`src/rtl/max7219_scroller.sv`:
```
// rtl/max7219_scroller.sv - scrolling 8-column window source for a MAX7219 8x8 driver
//
// Ports:
//   clk, rst          system clock, synchronous active-high reset
//   wr_en/addr/data   column buffer write port (bit r of a column = row r, bit0 = top)
//   msg_len           number of valid message columns (0..DEPTH)
//   enable            allow frame-driven scrolling
//   step_div          display frames per one-column step (0 behaves as 1)
//   refresh           pulse: rebuild the window at the current offset
//   frame_done        driver finish level, asynchronous to clk
//   pixels            committed window; row r is pixels[63-8r -: 8], MSB = leftmost column
//   offset            buffer index of the leftmost displayed column
//   busy              window load in progress
//   wrapped           one-cycle pulse when offset wraps to 0
module max7219_scroller #(
    parameter int DEPTH = 64,
    parameter int AW    = 6,
    parameter int DIV_W = 8
) (
    input  logic             clk,
    input  logic             rst,
    input  logic             wr_en,
    input  logic [AW-1:0]    wr_addr,
    input  logic [7:0]       wr_data,
    input  logic [AW:0]      msg_len,
    input  logic             enable,
    input  logic [DIV_W-1:0] step_div,
    input  logic             refresh,
    input  logic             frame_done,
    output logic [63:0]      pixels,
    output logic [AW-1:0]    offset,
    output logic             busy,
    output logic             wrapped
);

    typedef enum logic [1:0] {IDLE, READ, DRAIN, COMMIT} state_t;

    state_t state, state_next;

    logic [7:0]       mem [DEPTH];
    logic [7:0]       rd_data;
    logic             sync1, sync2, sync3;
    logic [DIV_W-1:0] frame_cnt;
    logic             pending;
    logic [AW:0]      len_q;
    logic [AW-1:0]    idx;
    logic [2:0]       col_cnt;
    logic [63:0]      shadow;

    logic             frame_tick;
    logic [DIV_W:0]   div_lim;
    logic [DIV_W:0]   cnt_inc;
    logic             step;
    logic [AW:0]      off_inc;
    logic [AW-1:0]    offset_next;
    logic [AW-1:0]    start_idx;
    logic [AW:0]      idx_inc;
    logic             load_req;
    logic             start;
    logic [2:0]       col_sel;

    assign frame_tick = sync2 & ~sync3;
    assign div_lim    = (step_div == '0) ? (DIV_W+1)'(1) : {1'b0, step_div};
    assign cnt_inc    = {1'b0, frame_cnt} + (DIV_W+1)'(1);
    assign step       = enable & frame_tick & (cnt_inc >= div_lim);
    assign off_inc    = {1'b0, offset} + (AW+1)'(1);
    assign offset_next = step ? ((off_inc >= msg_len) ? '0 : off_inc[AW-1:0]) : offset;
    // A load always starts from the offset being committed this cycle, so a
    // step and its own load agree; a stale offset beyond msg_len reads from 0.
    assign start_idx  = ({1'b0, offset_next} >= msg_len) ? '0 : offset_next;
    assign idx_inc    = {1'b0, idx} + (AW+1)'(1);
    assign load_req   = step | refresh;
    // Requests landing in COMMIT chain straight into the next load.
    assign start      = ((state == IDLE) && load_req) ||
                        ((state == COMMIT) && (pending || load_req));
    // Read data trails the issued address by one cycle; in DRAIN col_cnt has
    // wrapped to 0 so this yields column 7.
    assign col_sel    = col_cnt - 3'd1;
    assign busy       = (state != IDLE);

    always_ff @(posedge clk) begin
        if (rst) state <= IDLE;
        else     state <= state_next;
    end

    always_comb begin
        state_next = state;
        case (state)
            IDLE:    if (load_req) state_next = READ;
            READ:    if (col_cnt == 3'd7) state_next = DRAIN;
            DRAIN:   state_next = COMMIT;
            COMMIT:  state_next = (pending || load_req) ? READ : IDLE;
            default: state_next = IDLE;
        endcase
    end

    always_ff @(posedge clk) begin
        if (wr_en && ({1'b0, wr_addr} < (AW+1)'(DEPTH)))
            mem[wr_addr] <= wr_data;
        if (state == READ)
            rd_data <= mem[idx];
    end

    always_ff @(posedge clk) begin
        if (rst) begin
            sync1     <= 1'b0;
            sync2     <= 1'b0;
            sync3     <= 1'b0;
            frame_cnt <= '0;
            offset    <= '0;
            wrapped   <= 1'b0;
            pending   <= 1'b0;
            len_q     <= '0;
            idx       <= '0;
            col_cnt   <= '0;
            shadow    <= '0;
            pixels    <= '0;
        end else begin
            sync1 <= frame_done;
            sync2 <= sync1;
            sync3 <= sync2;
            if (enable && frame_tick)
                frame_cnt <= step ? '0 : cnt_inc[DIV_W-1:0];

            offset  <= offset_next;
            wrapped <= step && (offset_next == '0) && (offset != '0) && (msg_len != '0);

            if (start)
                pending <= 1'b0;
            else if (load_req && busy)
                pending <= 1'b1;

            if (start) begin
                len_q   <= msg_len;
                idx     <= start_idx;
                col_cnt <= '0;
            end else if (state == READ) begin
                idx     <= (idx_inc >= len_q) ? '0 : idx_inc[AW-1:0];
                col_cnt <= col_cnt + 3'd1;
            end

            // Column c, row r lands at bit 63-8r-c = {7-r, 7-c}.
            if (((state == READ) && (col_cnt != 3'd0)) || (state == DRAIN)) begin
                for (int r = 0; r < 8; r++)
                    shadow[{3'(7 - r), ~col_sel}] <= rd_data[r];
            end

            if (state == COMMIT)
                pixels <= (len_q == '0) ? '0 : shadow;
        end
    end

endmodule

```
`config.mk`:
```
export PLATFORM = sky130hd
export DESIGN_NAME = max7219_scroller
export DESIGN_NICKNAME = d
export VERILOG_FILES = /design/src/rtl/max7219_scroller.sv
export SDC_FILE = /design/constraint.sdc
export NUM_CORES = 1
export LEC_CHECK = 0
export ABC_CLOCK_PERIOD_IN_PS = 4900
export BUFFER_PORTS_ARGS = -buffer_cell sky130_fd_sc_hd__clkbuf_2
export CORE_MARGIN = 2
export CORE_UTILIZATION = 40
export CTS_BUF_LIST = sky130_fd_sc_hd__clkbuf_8
export CTS_CLUSTER_DIAMETER = 100
export DETAILED_ROUTE_END_ITERATION = 10
export SYNTH_ARGS = -nofsm -noshare
export SYNTH_HDL_FRONTEND = slang
export SYNTH_SLANG_ARGS = --single-unit
```
`constraint.sdc`:
```
create_clock -name clk -period 4.9 [get_ports clk]
set_input_delay 0.98 -clock clk [delete_from_list [all_inputs] [get_ports clk]]
set_output_delay 0.98 -clock clk [all_outputs]
set_load 0.03 [all_outputs]
```
==> impl_summary.txt, run 1 <==
----------------------------------------------------
[Route]
  Drt wl/cell ... 22.3 microns
  Total via count in the routed design ... 15185
  Via density per instance ... 5.38
  Final Routed Wirelength ... 62900 microns
  Remaining number of nets flagged by the antenna check after routing ... 0
  Starting DRT DRC Count ... 1349
  Detailed Routing Iterations Pass 1 ... 5
  Remaining DRCs ... 0

[Critical path]
  CP Data Required Time ... 5.53 ns
  Slowest cell delay on critical path ... 0.42 ns
  CP max FO ... 10
  Type of element capturing the critical path ... register
  Signal arrival time at the worst endpoint ... 4.93 ns
  Cell repeated most along the worst path ... ha_1
  Cells along the critical path ... ha_1 -> nand4_1 -> xnor2_1 -> ha_1 -> and3_1 -> nor2b_1 -> nor4_4 -> buf_4 -> a21oi_2 -> mux2i_1 -> ha_1 -> nand2b_1 -> a21o_1 -> a21oi_1 -> o221a_2 -> nand3_1 -> o2bb2ai_1
  Slowest cell on the critical path ... dfxtp_1
  Worst setup path class ... reg -> reg
  CP startpoint kind ... register

[CTS]
  TritonCTS Buffers ... 111
  Number of hold buffers added after CTS ... 0
  CTS tree ... done
  Clock insertion delay at the later pin of the skew report ... 0.72 ns
  Clock-pin slew on the worst setup and hold paths ... 0.06 ns
  CTS root buf ... clkbuf_8
  Clock net sink count ... 685
  Post-CTS setup buffers ... 0
  Gates resized, CTS repair ... 0
  # H-tree levels ... 3
  Maximum buffer depth of the clock tree ... 3

[Cells and area]
  Total number of nets in the final design ... 1918
  Footprint of the multi-input gates ... 8000 sq um
  Reg area ... 18900 sq um
  Ratio of cells with drive above 1 in the final layout ... 23.8%
  Synthesis-to-finish area growth ... 13.4%
  Leading cell types in the layout, fill and taps excluded ... edfxtp_1, nor2_1, dfxtp_1, mux4_2, clkbuf_8
  Leading cell type in the layout, fill and taps excluded ... edfxtp_1
  Post-route core utilization ... 45.6%
  Layout fillers ... 5967

[Placement]
  IO buf count ... 106
  Post-DP HPWL ... 38300 microns
  Gp weighted congestion ... 0.820

[Global route]
  Residual overflow from global routing ... 0
  Global-route usage over all layers ... 17.9%
  Global-route wire length before repair ... 95200 microns
  Number of antenna violations at the first check in global routing ... 4
  Largest net degree at the start of global routing ... 130
  Via count of the first global-routing pass ... 15296

[STA]
  Max-slew headroom at the worst pin ... 31.8%
  Total negative setup slack ... 0 ns
  Unrepaired setup endpoints after global routing ... no
  Peak clock frequency supported by timing ... 233 MHz
  Number of max-slew violations in the final report ... 0
  Maximum clock skew at final layout ... 0.0343 ns
  Actual transition at the worst max-transition pin ... 1.02 ns
  Min Tclk post-route ... 4.30 ns
  Final hold violation count ... 0
  Setup violations, final ... 0
  Period utilization ... 87.7%

[Logic synthesis]
  Net count of the mapped netlist ... 1769
  Post-Syn Area per Cell ... 16.2 sq um
  Synthesized flop and latch total ... 685
  Number of flops mapped to enable cells by yosys ... 520
  Post-Syn Area ... 27500 sq um
  Async S/R FF share, synth ... 0%
  Number of distinct standard cells referenced by the synthesized netlist ... 58
  Syn Inst Count ... 1693
  Most instantiated flip-flop cell in the synthesis netlist ... edfxtp_1
  Part of the Yosys area used for sequential elements ... 68.9%
  Total number of yosys warnings ... 0

[Min path]
  Path class of the lowest-slack min-delay path ... reg -> reg

[Pwr]
  Total power per unit cell area ... 397 nW/um^2
  Maximum ir drop on the vdd rail ... 207 uV
  Leakage power ... 10.6 nW

[Floorplanning]
  Core region area ... 68300 sq um
  Die Wd ... 266 microns
  Ports ... 107
  Die ar. ... 70800 sq um
  Die extent in y ... 266 microns
  Core Rows ... 96
  Effective utilization at floorplan ... 40.2%

[Job]
  Max Cap Viol ... 0

[Outcome]
  Status ... complete, no violations

----------------------------------------------------
per-stage QoR:
stage	instance area [sq um]	hold slack (ns)	cells	setup WS, ns	total power [mW]
floorplan	27500	0.414	1693	0.989	7.30
global placement	29000	0.436	2611	0.580	7.63
detailed placement	29000	0.440	2611	0.420	7.66
CTS	31200	0.456	2819	0.593	12.5
global route	31200	0.477	2819	0.274	12.8
finish	31200	0.455	2820	0.602	12.4
worst max-delay path: cells and delay by family (launching register included):
kind,cells,cell delay (ns)
compound gates,5,1.18
xor+xnor,1,0.19
fa+ha+maj,3,0.88
buf+inv,1,0.19
flops,1,0.42
mux,1,0.36
simple gates,6,1.02
path summary, 6_finish.rpt:
path              cells past startpoint  slack [ns]                      start             endpoint
setup / recovery                     17        0.60  frame_cnt[0]$_SDFFE_PP0P_  idx[5]$_SDFFE_PP0P_
hold reg to reg                       1        0.45           sync1$_SDFF_PP0_     sync2$_SDFF_PP0_
hold / removal                        1        0.45           sync1$_SDFF_PP0_     sync2$_SDFF_PP0_
setup reg to reg                     17        0.60  frame_cnt[0]$_SDFFE_PP0P_  idx[5]$_SDFFE_PP0P_
kinds of logic (layout without fill, tap and decap cells):
group / count (synthesis) / after routing / synth area share (%)
mux: 233 / 233 / 15.8
xor+xnor: 17 / 17 / 0.542
simple gates: 413 / 413 / 7.18
buf+inv: 139 / 383 / 2.11
flops: 685 / 685 / 68.9
fa+ha+maj: 41 / 41 / 1.87
compound gates: 165 / 165 / 3.65
other cells: 0 / 1 / 0
where the power goes:
| part | switching, mW | internal (mW) |
|---|---|---|
| combinational | 0.606 | 0.432 |
| clock | 2.27 | 2.57 |
| sequential | 0.128 | 6.35 |
| total | 3.01 | 9.35 |
flip-flops by register name, summed over array words and instances, names as in the netlist, 2 cells and up:
| name | flops |
|---|---|
| mem | 512 |
| pixels | 64 |
| shadow | 64 |
| frame_cnt | 8 |
| rd_data | 8 |
| len_q | 7 |
| idx | 6 |
| offset | 6 |
| col_cnt | 3 |
| state | 2 |
Yosys cell counts (2+ instances only):
master,n,area (sq um)
mux2i_1,72,721
nand3_1,25,125
nor3_1,10,50.1
ha_1,41,513
a211o_1,2,17.5
inv_1,42,158
o2bb2ai_1,6,52.6
xor2_1,9,78.8
a21o_1,7,52.6
a22oi_1,16,120
nand4_1,9,56.3
nand3b_1,3,22.5
or2_2,2,12.5
nor4_1,4,25.0
buf_1,12,45.0
xnor2_1,8,70.1
nand2_1,24,90.1
dfxtp_1,165,3300
a211oi_1,2,15.0
edfxtp_1,520,15600
o211ai_1,4,30.0
nor2_1,220,826
buf_6,5,56.3
nor2b_1,76,475
buf_4,3,22.5
o21ai_0,21,105
and2_1,3,18.8
mux4_2,160,3600
nor4_2,2,25.0
and3_1,13,81.3
nand2b_1,9,56.3
buf_2,8,40.0
a21oi_1,90,450
a21oi_2,3,26.3
or3_1,7,43.8
clkbuf_1,68,255
routing by layer:
metal,GRT usage [%],part of all wire (%),vias up
met3,3.72,5.7,120
met4,5.57,2.5,4
met5,0,0.037,-
met1,24.7,44,7793
li1,-,-,6802
met2,28.5,48,466
layout make-up:
class                           count  share of cell area [%]
Antenna cell                        1                 0.00803
Clock buffer                      119                    5.26
Clock inverter                     89                    1.76
Inverter                           43                   0.518
Multi-Input combinational cell    869                    25.7
Sequential cell                   685                    60.7
Tap cell                          882                    3.54
Timing Repair Buffer              132                    2.50
(Power assumes the default switching activity.)
==> inputs of run 2 (changes only) <==
--- a/config.mk
+++ b/config.mk
@@ -5,13 +5,17 @@
 export SDC_FILE = /design/constraint.sdc
 export NUM_CORES = 1
 export LEC_CHECK = 0
-export ABC_CLOCK_PERIOD_IN_PS = 4900
+export ABC_CLOCK_PERIOD_IN_PS = 4350
 export BUFFER_PORTS_ARGS = -buffer_cell sky130_fd_sc_hd__clkbuf_2
+export CELL_PAD_IN_SITES_DETAIL_PLACEMENT = 0
+export CELL_PAD_IN_SITES_GLOBAL_PLACEMENT = 1
 export CORE_MARGIN = 2
 export CORE_UTILIZATION = 40
 export CTS_BUF_LIST = sky130_fd_sc_hd__clkbuf_8
 export CTS_CLUSTER_DIAMETER = 100
 export DETAILED_ROUTE_END_ITERATION = 10
+export PLACE_DENSITY_LB_ADDON = 0.1
+export SLEW_MARGIN = 0
 export SYNTH_ARGS = -nofsm -noshare
 export SYNTH_HDL_FRONTEND = slang
 export SYNTH_SLANG_ARGS = --single-unit
==> constraint.sdc (replaced) <==
create_clock -name clk -period 4.35 [get_ports clk]
set_input_delay 0.87 -clock clk [delete_from_list [all_inputs] [get_ports clk]]
set_output_delay 0.87 -clock clk [all_outputs]
set_load 0.03 [all_outputs]
==> impl_summary.txt, run 2 (synthesis results as in run 1) <==
----------------------------------------------------
[Route]
  Total via count in the routed design ... 15031 (was 15185)
  Wire length on met2 ... 33400 microns (was 30000 microns)
  Total routed wire length on the met1 layer ... 28900 microns (was 27800 microns)
  Detail Route met3 WL ... 2450 microns (was 3590 microns)
  Remaining number of nets flagged by the antenna check after routing ... 0 (unchanged)
  Via density per instance ... 5.28 (was 5.38)
  Final Routed Wirelength ... 66300 microns (was 62900 microns)
  Remaining DRCs ... 0 (unchanged)
  Starting DRT DRC Count ... 974 (was 1349)
  Drt wl/cell ... 23.3 microns (was 22.3 microns)
  Detailed Routing Iterations Pass 1 ... 5 (unchanged)
  DR top layer ... met4 (was met5)

[Floorplanning]
  Die extent in y ... 266 microns (unchanged)
  Core Rows ... 96 (unchanged)
  Effective utilization at floorplan ... 40.2% (unchanged)
  Core region area ... 68300 sq um (unchanged)
  Ports ... 107 (unchanged)
  Die ar. ... 70800 sq um (unchanged)
  Die Wd ... 266 microns (unchanged)

[Cells and area]
  Register containing the most flip-flops in the final layout ... mem (unchanged)
  Ratio of cells with drive above 1 in the final layout ... 24.7% (was 23.8%)
  Synthesis-to-finish area growth ... 14.1% (was 13.4%)
  Total number of nets in the final design ... 1957 (was 1918)
  Number of standard cells in the final layout excluding fillers ... 2848 (was 2820)
  Layout Cell Area excl Fill ... 31400 sq um (was 31200 sq um)
  Layout fillers ... 6023 (was 5967)
  Antenna cell count ... 0 (was 1)
  Biggest regs ... mem: 512 flops, pixels: 64 flops, shadow: 64 flops (unchanged)
  Leading cell types in the layout, fill and taps excluded ... edfxtp_1, nor2_1, dfxtp_1, mux4_2, clkbuf_8 (unchanged)
  Leading cell type in the layout, fill and taps excluded ... edfxtp_1 (unchanged)
  Number of flip-flops under the largest register name ... 512 (unchanged)

[Global route]
  Via count of the first global-routing pass ... 15370 (was 15296)
  Global-route wire length before repair ... 99400 microns (was 95200 microns)
  Residual overflow from global routing ... 0 (unchanged)
  Global-route usage over all layers ... 19.0% (was 17.9%)
  Largest net degree at the start of global routing ... 129 (was 130)
  Number of antenna violations at the first check in global routing ... 0 (was 4)

[STA]
  Min Tclk post-route ... 3.95 ns (was 4.30 ns)
  Total negative setup slack ... 0 ns (unchanged)
  Maximum clock skew at final layout ... 0.0236 ns (was 0.0343 ns)
  Actual transition at the worst max-transition pin ... 1.15 ns (was 1.02 ns)
  Peak clock frequency supported by timing ... 253 MHz (was 233 MHz)
  Unrepaired setup endpoints after global routing ... no (unchanged)
  Final hold violation count ... 0 (unchanged)
  Setup violations, final ... 0 (unchanged)
  Period utilization ... 90.7% (was 87.7%)
  Max-slew headroom at the worst pin ... 23.3% (was 31.8%)
  Worst Setup Slack, final ... 0.403 ns (was 0.602 ns)
  Number of max-slew violations in the final report ... 0 (unchanged)

[CTS]
  Post-CTS setup buffers ... 0 (unchanged)
  Clock insertion delay at the later pin of the skew report ... 0.71 ns (was 0.72 ns)
  TritonCTS Buffers ... 114 (was 111)
  Gates resized, CTS repair ... 0 (unchanged)
  # H-tree levels ... 3 (unchanged)
  Number of hold buffers added after CTS ... 0 (unchanged)
  Clock-pin slew on the worst setup and hold paths ... 0.06 ns (about the same)
  CTS root buf ... clkbuf_8 (unchanged)
  CTS tree ... done (unchanged)
  Maximum buffer depth of the clock tree ... 3 (unchanged)
  Clock net sink count ... 685 (unchanged)

[Outcome]
  Status ... complete, no violations (unchanged)

[Critical path]
  Worst setup path class ... reg -> reg (unchanged)
  Signal arrival time at the worst endpoint ... 4.57 ns (was 4.93 ns)
  Type of element capturing the critical path ... register (unchanged)
  CP Data Required Time ... 4.98 ns (was 5.53 ns)
  CP max FO ... 8 (was 10)
  CP startpoint kind ... register (unchanged)

[Min path]
  Path class of the lowest-slack min-delay path ... in -> reg (was reg -> reg)

[Placement]
  DP Area ... 29200 sq um (was 29000 sq um)
  Dpl cells ... 2647 (was 2611)
  IO buf count ... 106 (unchanged)
  Post-DP HPWL ... 41600 microns (was 38300 microns)
  Gp weighted congestion ... 0.775 (was 0.820)
  Worst slack at placement ... 0.201 ns (was 0.420 ns)

[Pwr]
  Leakage power ... 10.8 nW (was 10.6 nW)
  Total power per unit cell area ... 440 nW/um^2 (was 397 nW/um^2)
  Maximum ir drop on the vdd rail ... 279 uV (was 207 uV)

[Job]
  Max Cap Viol ... 0 (unchanged)

----------------------------------------------------
## run 2: layout make-up
| class | count | area (sq um) | share of cell area (%) |
|---|---|---|---|
| clock inverter | 73 | 357 | 1.14 |
| tap | 882 | 1100 | 3.52 |
| timing repair buffer | 168 | 1060 | 3.38 |
| sequential | 685 | 18900 | 60.4 |
| clock buffer | 128 | 1760 | 5.62 |
| inverter | 43 | 161 | 0.515 |
| multi-input combinational | 869 | 7990 | 25.5 |
## run 2: path summary, 6_finish.rpt
check             slack, ns                 startpoint  cells after the start                  end
setup / recovery       0.40  frame_cnt[2]$_SDFFE_PP0P_                     16  idx[5]$_SDFFE_PP0P_
hold reg to reg        0.45           sync1$_SDFF_PP0_                      1     sync2$_SDFF_PP0_
setup reg to reg       0.40  frame_cnt[2]$_SDFFE_PP0P_                     16  idx[5]$_SDFFE_PP0P_
hold / removal         0.38                 frame_done                      2     sync1$_SDFF_PP0_
## run 2: through the flow
stage	utilization [%]	hold slack (ns)	total power, mW
2_1_floorplan	-	0.414	8.22
3_3_place_gp	42.8	0.443	8.66
3_5_place_dp	42.8	0.437	8.68
4_1_cts	45.9	0.300	14.0
5_1_grt	45.9	0.347	14.4
6_report	45.9	0.376	13.8
## run 2: worst max-delay path, cell delays in order, from the launching register on
cell and delay (ns):
dfxtp_1 0.46, and3_1 0.22, nand2_1 0.11, nor2_1 0.13, xor2_1 0.21, ha_1 0.27
and3_1 0.19, nor2b_1 0.16, or4_1 0.65, o221ai_1 0.24, a21oi_1 0.17, inv_1 0.09
ha_1 0.22, a21oi_1 0.13, o221a_2 0.19, nand3_1 0.19, o2bb2ai_1 0.23
## run 2: report_power, final
part / total [mW] / switching (mW) / internal, mW
combinational: 1.21 / 0.716 / 0.498
sequential: 7.29 / 0.136 / 7.16
clock: 5.30 / 2.52 / 2.78
## run 2: layer usage
metal | track usage, % | up-vias
li1 | - | 6888
met4 | 5.94 | 0
met5 | 0 | -
met3 | 2.96 | 122
met1 | 25.1 | 7724
met2 | 32.3 | 297
==> inputs of run 3 (changes only) <==
--- a/config.mk
+++ b/config.mk
@@ -5,7 +5,7 @@
 export SDC_FILE = /design/constraint.sdc
 export NUM_CORES = 1
 export LEC_CHECK = 0
-export ABC_CLOCK_PERIOD_IN_PS = 4350
+export ABC_CLOCK_PERIOD_IN_PS = 3300
 export BUFFER_PORTS_ARGS = -buffer_cell sky130_fd_sc_hd__clkbuf_2
 export CELL_PAD_IN_SITES_DETAIL_PLACEMENT = 0
 export CELL_PAD_IN_SITES_GLOBAL_PLACEMENT = 1
@@ -14,6 +14,7 @@
 export CTS_BUF_LIST = sky130_fd_sc_hd__clkbuf_8
 export CTS_CLUSTER_DIAMETER = 100
 export DETAILED_ROUTE_END_ITERATION = 10
+export HOLD_SLACK_MARGIN = 0.05
 export PLACE_DENSITY_LB_ADDON = 0.1
 export SLEW_MARGIN = 0
 export SYNTH_ARGS = -nofsm -noshare
==> constraint.sdc (replaced) <==
create_clock -name clk -period 3.3 [get_ports clk]
set_input_delay 0.66 -clock clk [delete_from_list [all_inputs] [get_ports clk]]
set_output_delay 0.66 -clock clk [all_outputs]
set_load 0.03 [all_outputs]
==> impl_summary.txt, run 3 (synthesis results as in run 1) <==
----------------------------------------------------
[Outcome]
  Status ... complete, but fails checks (was complete, no violations)
  Violated checks ... setup timing

[Pwr]
  Maximum ir drop on the vdd rail ... 381 uV (was 279 uV)
  Leakage power ... 11.5 nW (was 10.8 nW)
  Total power per unit cell area ... 567 nW/um^2 (was 440 nW/um^2)

[Cells and area]
  Layout fillers ... 6014 (was 6023)
  Leading cell type in the layout, fill and taps excluded ... edfxtp_1 (unchanged)
  Footprint of the multi-input gates ... 8100 sq um (was 7990 sq um)
  Biggest regs ... mem: 512 flops, pixels: 64 flops, shadow: 64 flops (unchanged)
  Register containing the most flip-flops in the final layout ... mem (unchanged)
  Number of standard cells in the final layout excluding fillers ... 2960 (was 2848)
  Total number of nets in the final design ... 2056 (was 1957)
  Number of flip-flops under the largest register name ... 512 (unchanged)
  Ratio of cells with drive above 1 in the final layout ... 29.7% (was 24.7%)
  Reg area ... 18900 sq um (about the same)
  Post-route core utilization ... 47.4% (was 45.9%)
  Synthesis-to-finish area growth ... 18.0% (was 14.1%)
  Leading cell types in the layout, fill and taps excluded ... edfxtp_1, nor2_1, mux4_2, dfxtp_1, buf_4 (was edfxtp_1, nor2_1, dfxtp_1, mux4_2, clkbuf_8)

[STA]
  Final hold violation count ... 0 (unchanged)
  Worst Setup Slack, final ... -0.0748 ns (was 0.403 ns)
  Period utilization ... 102% (was 90.7%)
  Number of max-slew violations in the final report ... 0 (unchanged)
  Min Tclk post-route ... 3.37 ns (was 3.95 ns)
  Unrepaired setup endpoints after global routing ... yes (was no)
  Max-slew headroom at the worst pin ... 23.9% (was 23.3%)
  Actual transition at the worst max-transition pin ... 1.14 ns (was 1.15 ns)
  Peak clock frequency supported by timing ... 296 MHz (was 253 MHz)
  Post-route worst hold slack ... 0.203 ns (was 0.376 ns)
  Setup violations, final ... 6 (was 0)
  Maximum clock skew at final layout ... 0.0410 ns (was 0.0236 ns)

[Critical path]
  Bufs and invs on worst path ... 0 (was 1)
  Slowest cell on the critical path ... dfxtp_4 (was or4_1)
  Type of element capturing the critical path ... register (unchanged)
  Internal reg-to-reg setup slack ... -0.07 ns (was 0.40 ns)
  Slowest cell delay on critical path ... 0.37 ns (was 0.65 ns)
  CP max FO ... 6 (was 8)
  CP startpoint kind ... register (unchanged)
  CP Data Required Time ... 3.94 ns (was 4.98 ns)
  Worst setup path class ... reg -> reg (unchanged)
  Cells along the critical path ... ha_4 -> nand4_1 -> xnor2_2 -> ha_1 -> and3_4 -> and3_4 -> nand2_4 -> a21oi_4 -> mux2i_2 -> ha_1 -> nand2b_1 -> a21o_1 -> a21oi_2 -> o221a_2 -> nand3_4 -> o2bb2ai_1 (was and3_1 -> nand2_1 -> nor2_1 -> xor2_1 -> ha_1 -> and3_1 -> nor2b_1 -> or4_1 -> o221ai_1 -> a21oi_1 -> inv_1 -> ha_1 -> a21oi_1 -> o221a_2 -> nand3_1 -> o2bb2ai_1)
  Kind of cell adding the most delay to the critical path ... compound AO/OA/AOI/OAI gates (was simple AND/OR/NAND/NOR gates)
  Signal arrival time at the worst endpoint ... 4.01 ns (was 4.57 ns)

[CTS]
  # H-tree levels ... 3 (unchanged)
  TritonCTS Buffers ... 115 (was 114)
  CTS root buf ... clkbuf_8 (unchanged)
  Clock-pin slew on the worst setup and hold paths ... 0.06 ns (about the same)
  Maximum buffer depth of the clock tree ... 3 (unchanged)
  Number of hold buffers added after CTS ... 0 (unchanged)
  Clock net sink count ... 685 (unchanged)
  CTS tree ... done (unchanged)
  Clock insertion delay at the later pin of the skew report ... 0.72 ns (was 0.71 ns)

[Placement]
  IO buf count ... 106 (unchanged)
  Gp weighted congestion ... 0.794 (was 0.775)
  Dpl cells ... 2740 (was 2647)
  Post-DP HPWL ... 42600 microns (was 41600 microns)

[Route]
  Drt wl/cell ... 22.8 microns (was 23.3 microns)
  Final Routed Wirelength ... 67600 microns (was 66300 microns)
  Total via count in the routed design ... 15498 (was 15031)
  Remaining number of nets flagged by the antenna check after routing ... 0 (unchanged)
  Detailed Routing Iterations Pass 1 ... 4 (was 5)
  Remaining DRCs ... 0 (unchanged)
  Starting DRT DRC Count ... 1115 (was 974)
  Via density per instance ... 5.24 (was 5.28)

[Floorplanning]
  Die ar. ... 70800 sq um (unchanged)
  Die Wd ... 266 microns (unchanged)
  Core Rows ... 96 (unchanged)
  Effective utilization at floorplan ... 40.2% (unchanged)
  Core region area ... 68300 sq um (unchanged)
  Die extent in y ... 266 microns (unchanged)
  Ports ... 107 (unchanged)

[Global route]
  Largest net degree at the start of global routing ... 93 (was 129)
  Residual overflow from global routing ... 0 (unchanged)
  Global-route usage over all layers ... 19.3% (was 19.0%)
  Via count of the first global-routing pass ... 15885 (was 15370)
  Global-route wire length before repair ... 101000 microns (was 99400 microns)
  Number of antenna violations at the first check in global routing ... 1 (was 0)

[Job]
  Max Cap Viol ... 0 (unchanged)

[Min path]
  Path class of the lowest-slack min-delay path ... in -> reg (unchanged)

----------------------------------------------------
==> run 3: cell types whose count changed in the layout (fill, tap and decap cells not counted), moves of 3 or more <==
| cell | delta |
|---|---|
| and3_4 | +3 |
| dfxtp_1 | -4 |
| clkinv_2 | +13 |
| buf_12 | +9 |
| and3_1 | -3 |
| buf_4 | +88 |
==> run 3: per-stage QoR <==
stage | power [mW] | area [sq um] | setup TNS (ns) | worst slack, ns
after global placement | 11.5 | 30100 | -1.76 | -0.300
after floorplan | 10.8 | 27500 | -2.02 | -0.336
final | 18.4 | 32400 | -0.332 | -0.0748
after detailed placement | 11.5 | 30100 | -2.24 | -0.391
after global routing | 19.2 | 32400 | -1.59 | -0.304
after CTS | 18.7 | 32400 | -0.708 | -0.128
==> run 3: power breakdown <==
part | leakage [nW] | internal, mW | switching [mW]
Clock | 1.29 | 3.67 | 3.43
Combinational | 4.15 | 0.711 | 0.971
Sequential | 6.02 | 9.43 | 0.174
Total | 11.5 | 13.8 | 4.57
==> run 3: path summary, 6_finish.rpt <==
path	depth (start not counted)	from	end
setup / recovery	16	frame_cnt[1]$_SDFFE_PP0P_	idx[4]$_SDFFE_PP0P_
hold / removal	2	frame_done	sync1$_SDFF_PP0_
setup reg to reg	16	frame_cnt[1]$_SDFFE_PP0P_	idx[4]$_SDFFE_PP0P_
hold reg to reg	1	sync1$_SDFF_PP0_	sync2$_SDFF_PP0_
==> run 3: cell type report <==
cell class,instances,area share (%)
Antenna cell,1,0.00772
Clock buffer,126,5.35
Inverter,43,0.498
Clock inverter,88,1.40
Timing Repair Buffer,266,5.90
Multi-Input combinational cell,869,25.0
Tap cell,882,3.41
Sequential cell,685,58.4
==> run 3: repair_timing <==
item | CTS | global route
resized for setup | 12 | 8
gates cloned | 0 | 0
buffers inserted | 3 | 2
pin swaps | 4 | 6
endpoints found under the setup margin | 6 | 6
hold endpoints to repair | 0 | 0
==> run 3: per-layer routing <==
metal  part of all wire (%)  GRT usage [%]
met1                     43           25.8
met2                     50           32.9
met3                    4.4           3.21
met4                    2.0           5.16
met5                      0              0
